<file path="src/rtl/adder_8_bit.sv">
// rtl/adder_8_bit.sv - 8-bit ripple adder: combinational sum plus registered add/sub with flags

// One full-adder cell of the ripple chain.
module full_adder (
   input  logic a,
   input  logic b,
   input  logic ci,
   output logic s,
   output logic co
);

   assign s  = a ^ b ^ ci;
   assign co = (a & b) | (ci & (a ^ b));

endmodule

module adder_8_bit #(
   parameter int SATURATE = 0
) (
   input  logic       clk,
   input  logic       rst_n,
   input  logic [7:0] a,
   input  logic [7:0] b,
   output logic [7:0] sum,
   input  logic       in_valid,
   input  logic       sub,
   input  logic       cin,
   output logic [7:0] sum_q,
   output logic       cout_q,
   output logic       ovf_q,
   output logic       zero_q,
   output logic       out_valid
);

   localparam logic SAT_EN = (SATURATE != 0);

   // The unsigned sum path uses its own chain with a hard-wired zero
   // carry-in, so sub/cin (even if undriven) can never reach it.
   logic [8:0] c_u;
   logic [7:0] s_u;

   // Registered path chain: subtract is a + ~b + 1.
   logic [8:0] c_r;
   logic [7:0] b_r;
   logic [7:0] r_lo;

   assign c_u[0] = 1'b0;
   assign b_r    = sub ? ~b : b;
   assign c_r[0] = sub ? 1'b1 : cin;

   for (genvar i = 0; i < 8; i++) begin : g_ripple
      full_adder u_fa_sum (
         .a  (a[i]),
         .b  (b[i]),
         .ci (c_u[i]),
         .s  (s_u[i]),
         .co (c_u[i+1])
      );
      full_adder u_fa_reg (
         .a  (a[i]),
         .b  (b_r[i]),
         .ci (c_r[i]),
         .s  (r_lo[i]),
         .co (c_r[i+1])
      );
   end

   // Final carry of the unsigned chain is discarded: wrap-around sum.
   assign sum = s_u;

   logic       cout_d;
   logic       ovf_d;
   logic [7:0] res_d;

   // Raw flags from the unsaturated result, then optional signed clamp.
   always_comb begin
      cout_d = c_r[8];
      if (sub) begin
         ovf_d = (a[7] != b[7]) && (r_lo[7] != a[7]);
      end else begin
         ovf_d = (a[7] == b[7]) && (r_lo[7] != a[7]);
      end
      res_d = r_lo;
      if (SAT_EN && ovf_d) begin
         res_d = a[7] ? 8'h80 : 8'h7F;
      end
   end

   // Capture on valid; flags hold otherwise; out_valid follows in_valid.
   always_ff @(posedge clk or negedge rst_n) begin
      if (!rst_n) begin
         sum_q     <= 8'h00;
         cout_q    <= 1'b0;
         ovf_q     <= 1'b0;
         zero_q    <= 1'b0;
         out_valid <= 1'b0;
      end else begin
         out_valid <= in_valid;
         if (in_valid) begin
            sum_q  <= res_d;
            cout_q <= cout_d;
            ovf_q  <= ovf_d;
            zero_q <= (res_d == 8'h00);
         end
      end
   end

endmodule

</file>
<file path="config.mk">
export PLATFORM = sky130hd
export DESIGN_NAME = adder_8_bit
export DESIGN_NICKNAME = d
export VERILOG_FILES = /design/src/rtl/adder_8_bit.sv
export SDC_FILE = /design/constraint.sdc
export NUM_CORES = 1
export LEC_CHECK = 0
export CORE_ASPECT_RATIO = 1.5
export CORE_UTILIZATION = 40
export CTS_CLUSTER_SIZE = 40
export DETAILED_ROUTE_END_ITERATION = 16
export PLACE_DENSITY_LB_ADDON = 0.3
export REMOVE_ABC_BUFFERS = 1
export SKIP_CTS_REPAIR_TIMING = 1
export SLEW_MARGIN = 20
export SYNTH_ARGS = -nofsm -noshare
export SYNTH_HDL_FRONTEND = slang
export SYNTH_HIERARCHICAL = 1
export SYNTH_SLANG_ARGS = --single-unit
</file>
<file path="constraint.sdc">
create_clock -name clk -period 6.09 [get_ports clk]
set_clock_uncertainty 0.05 [all_clocks]
set_input_delay 1.218 -clock clk [delete_from_list [all_inputs] [get_ports clk]]
set_output_delay 1.218 -clock clk [all_outputs]
set_load 0.02 [all_outputs]
</file>
==> results.json, run 1 <==
{
  "status": "complete, no violations",
  "first_global_vias": 687,
  "grt_usage": 0.169,
  "synth_common_cells": "fa_1, dfrtp_1, mux2_1",
  "nets": 145,
  "place_congestion": 0.659,
  "synth_seq_cells": 12,
  "power.switching_uw": 125,
  "p_leak_nw": 0.582,
  "finalCritPeriodShare": 0.973,
  "synth-edff-count": 0,
  "syn_area_sq_um": 881,
  "p_per_area_nw_per_um2": 258,
  "tightest_slew_ps": 545,
  "drv_slew": 0,
  "post-route-min-period_ps": 5930,
  "ys_warn_count": 6,
  "io_pins": 41,
  "hp-class": "flip-flop to flip-flop",
  "r2r_slack_ps": 5250,
  "grt_overflow": 0,
  "clockRootBuffer": "clkbuf_4",
  "vias": 635,
  "cts.sinks": 12,
  "yosys-top-cells-area": "fa_1, dfrtp_1, mux2_1",
  "vias_per_cell": 4.92,
  "rsz0062_at_grt": "false",
  "p_int_uw": 234,
  "p_sw_frac": 0.348,
  "cp-startpoint": "a[0]",
  "slew_headroom": 0.636,
  "cts_tree": "built",
  "placementRows": 20,
  "p_total_uw": 359,
  "grt_max_degree": 15,
  "end_kind": "primary output",
  "drtIter0Drc": 15,
  "io_buffers": 40,
  "pwr-share-comb": 0.518,
  "cap_violations": 0,
  "hold_ws_ps": 440,
  "hold_viol_final": 0,
  "synth-seq-area-share": 0.341,
  "arrival_ps": 4660,
  "wirelength_microns": 1630,
  "crit_required_ps": 4820,
  "drc": 0,
  "syn_avg_cell_area_sq_um": 15.2,
  "start_kind": "input pin",
  "dieWidth_microns": 40.3,
  "ant_nets": 0,
  "yosys_most_used_dff": "dfrtp_1",
  "chipHeight_microns": 59.5,
  "path_class": "input pin to primary output",
  "drtPass1Iterations": 4,
  "worstReg2RegStart": "sum_q[2]",
  "grt_pass1_wl_microns": 2770,
  "seqPwrFrac": 0.307,
  "postSynth.asyncResetShare": 1.00,
  "start_util": 0.429,
  "clkLatencyLatePin_ps": 270,
  "syn_inst": 58,
  "cts_buffers": 3,
  "dieArea_sq_um": 2400,
  "min_from": "sum_q[6]",
  "hpwlAfterDp_microns": 1470,
  "syn2layout_area_growth_pct": 58.0,
  "peakVddDrop_uv": 110,
  "cts_buffer_depth": 2,
  "yosysMostFrequentCell": "fa_1",
  "synth_top_area_frac": 0.364,
  "grt_antenna_before_repair": 0,
  "worstPathMaxFanout": 2,
  "wl_per_cell_microns": 12.7,
  "synth_top_area_cell": "fa_1",
  "core_sq_um": 2050,
  "setup_violations": 0,
  "power_frac_clock": 0.175,
  "num_antenna_cells": 0,
  "htreeDepth": 1,
  "clkTransAtPathRegs_ps": 80,
  "drive_above_1_share": 0.159,
  "max_freq_mhz": 169,
  "ys_types": 19
}
[routing by layer]
layer | up-vias | GRT usage | routed length [microns]
li1 | 287 | - | -
met1 | 323 | 0.184 | 617
met2 | 23 | 0.309 | 939
met3 | 2 | 0.0188 | 57
met4 | 0 | 0.0714 | 17
met5 | - | 0 | 0
[layout make-up]
type	count	area, sq um
inverters	1	3.75
fillers	162	661
multi-input cells	43	568
well taps	22	27.5
repair buffers	47	455
clock buffers	4	36.3
flip-flops and latches	12	300
[stage by stage]
step	instance area (sq um)	cells	TNS [ps]	setup WS (ps)	utilization
after CTS	1380	129	-1160	-771	0.673
after global placement	1350	125	-1060	-726	0.655
after floorplan	865	56	0	305	-
after global routing	1390	129	0	55.7	0.678
after detailed placement	1350	125	-1150	-771	0.655
final	1390	129	0	162	0.678
[flip-flops by register name (all words and copies together) (netlist names)]
signal / flops
zero_q: 1
out_valid: 1
cout_q: 1
ovf_q: 1
sum_q: 8
[worst max-delay path: stages]
cell and delay [ps]:
dlymetal6s2s_1 150, fa_2 400, fa_1 380, fa_1 380, fa_1 390, fa_2 360, fa_2 350, fa_1 390
fa_1 480, buf_2 160
[logic make-up after synthesis]
kind of cell / share of synthesized area
AOI/OAI and AO/OA: 0.0128
xor gates and xnor gates: 0.0881
DFF: 0.341
muxes: 0.115
adders and majority gates: 0.364
other: 0.00426
buffers and inverters: 0.0227
and+or+nand+nor: 0.0526
[power groups by stage]
stage          registers [mW]  clock network (mW)  logic, mW
6_report                0.110              0.0627      0.186
5_1_grt                 0.113              0.0656      0.204
4_1_cts                 0.111              0.0636      0.190
3_5_place_dp            0.112                   0      0.190
3_3_place_gp            0.111                   0      0.186
2_1_floorplan           0.136                   0     0.0687
[placed cells by master, fill, tap and decap left out, drive strengths merged]
cell and n:
dlymetal6s2s 3, nor3 1, a31oi 1, nor2 1, clkdlybuf4s50 36, or3b 1
nand4b 1, fa 16, nand3b 1, inv 1, or2 1, dfrtp 12
mux2 9, buf 8, nor4 1, clkbuf 4, conb 1, xor2 8
o21ai 1
[worst paths after layout]
| path | depth (start not counted) | end |
|---|---|---|
| hold / removal | 1 | sum_q[6] |
| min in group asynchronous | 1 | sum_q[4] |
| max in group asynchronous | 1 | sum_q[5] |
| setup reg to reg | 1 | sum_q[2] |
| setup / recovery | 10 | sum[7] |
| hold reg to reg | 1 | sum_q[6] |
Power figures use the tool's default switching activity.
==> inputs of run 2 (changes only) <==
REMOVE_ABC_BUFFERS = not set   (was 1)
==> run 2 against run 1 <==
  * Flip-flop and latch count is the same
  * Cell count is 1.6% lower
  * Die area stayed put
  * Hold slack about the same
  * Sequential share of layout area increased by 0.26 points
  * Critical path type unchanged
  * Largest cell class unchanged
  * Highest routed layer is now met3
==> results.json, run 2 (synthesized netlist as in run 1, its figures left out) <==
{
  "worstPathMaxFanout": 2,
  "vias_per_cell": 4.89,
  "drv_slew": 0,
  "rsz0062_at_grt": "false",
  "dp_cells": 124,
  "grt_usage": 0.176,
  "syn2layout_area_growth_pct": 56.1,
  "grt_use_met1": 0.185,
  "tightest_slew_ps": 561,
  "ant_nets": 0,
  "arrival_ps": 4580,
  "use_met3": 0.0301,
  "dieArea_sq_um": 2400,
  "crit_required_ps": 4820,
  "chipHeight_microns": 59.5,
  "clkLatencyLatePin_ps": 260,
  "post-route-min-period_ps": 5850,
  "num_antenna_cells": 0,
  "io_pins": 41,
  "placementRows": 20,
  "layout_commonest_cell": "clkdlybuf4s50_1",
  "slew_headroom": 0.625,
  "clockRootBuffer": "clkbuf_4",
  "dieWidth_microns": 40.3,
  "p_leak_nw": 0.570,
  "vias": 621,
  "drc": 0,
  "grt_overflow": 0,
  "top_register": "sum_q",
  "grt_max_degree": 15,
  "syn-num-nets": 95,
  "end_kind": "primary output",
  "hold_viol_final": 0,
  "hpwlAfterDp_microns": 1530,
  "grt.busiest_layer": "met2",
  "cts_buffer_depth": 2,
  "hp-class": "flip-flop to flip-flop",
  "final_area_sq_um": 1380,
  "grt_antenna_before_repair": 0,
  "cts_buffers": 3,
  "fin_cells": 127,
  "first_global_vias": 698,
  "io_buffers": 40,
  "grt_pass1_wl_microns": 2840,
  "place_congestion": 0.750,
  "cap_violations": 0,
  "placed_area_sq_um": 1340,
  "htreeDepth": 1,
  "core_sq_um": 2050,
  "p_per_area_nw_per_um2": 249,
  "wirelength_microns": 1700,
  "clkTransAtPathRegs_ps": 70,
  "start_kind": "input pin",
  "finalCritPeriodShare": 0.961,
  "peakVddDrop_uv": 133,
  "drtPass1Iterations": 3,
  "setup_violations": 0,
  "status": "complete, no violations",
  "path_class": "input pin to primary output",
  "wl_per_cell_microns": 13.4,
  "met2_usage": 0.329,
  "drive_above_1_share": 0.152,
  "drtIter0Drc": 7,
  "layout_common_cells": "clkdlybuf4s50_1, dfrtp_1, fa_1, mux2_1",
  "cts_tree": "built",
  "max_freq_mhz": 171,
  "start_util": 0.429,
  "largest_reg_flops": 8,
  "nets": 144,
  "utilization": 0.670,
  "cts.sinks": 12
}
[run 2: cell types whose count changed in the layout (fill, tap and decap cells not counted)]
cell / before / now
fa_2: 3 / 4
clkbuf_8: 1 / 0
fa_1: 13 / 12
buf_2: 1 / 0
[run 2: layout make-up]
cell class,instances,area (sq um)
Fill cell,165,677
Sequential cell,12,300
Multi-Input combinational cell,43,571
Tap cell,22,27.5
Timing Repair Buffer,46,450
Clock buffer,3,22.5
Inverter,1,3.75
[run 2: worst max-delay path: stages]
cell	delay (ps)
dlymetal6s2s_1	150
fa_1	440
fa_1	390
fa_2	350
fa_2	340
fa_2	350
fa_2	340
fa_1	390
fa_1	490
buf_4	140
[run 2: power by group]
| part | internal [mW] | switching, mW |
|---|---|---|
| Sequential | 0.0999 | 0.0101 |
| Combinational | 0.0974 | 0.0886 |
| Clock | 0.0228 | 0.0234 |
| Total | 0.220 | 0.122 |
[run 2: path summary, 6_finish.rpt]
path / from / to / slack [ps] / cells past startpoint
max in group asynchronous: rst_n / sum_q[3] / 4410 / 1
hold reg to reg: sum_q[1] / sum_q[1] / 440 / 1
hold / removal: sum_q[1] / sum_q[1] / 440 / 1
min in group asynchronous: rst_n / sum_q[5] / 1240 / 1
setup reg to reg: cout_q / cout_q / 5230 / 1
setup / recovery: a[0] / sum[7] / 240 / 10
[run 2: routing by layer]
metal / part of all wire / up-vias
li1: - / 282
met1: 0.34 / 315
met2: 0.61 / 24
met3: 0.052 / 0
met4: 0 / 0
met5: 0 / -
[run 2: metrics by stage]
| stage | setup TNS, ps | hold WS [ps] | power, mW | setup slack (ps) |
|---|---|---|---|---|
| 3_5_place_dp | -1070 | 430 | 0.302 | -740 |
| 6_report | 0 | 440 | 0.342 | 238 |
| 3_3_place_gp | -1030 | 421 | 0.296 | -704 |
| 2_1_floorplan | 0 | 548 | 0.207 | 305 |
| 4_1_cts | -1090 | 445 | 0.349 | -742 |
| 5_1_grt | 0 | 455 | 0.366 | 155 |
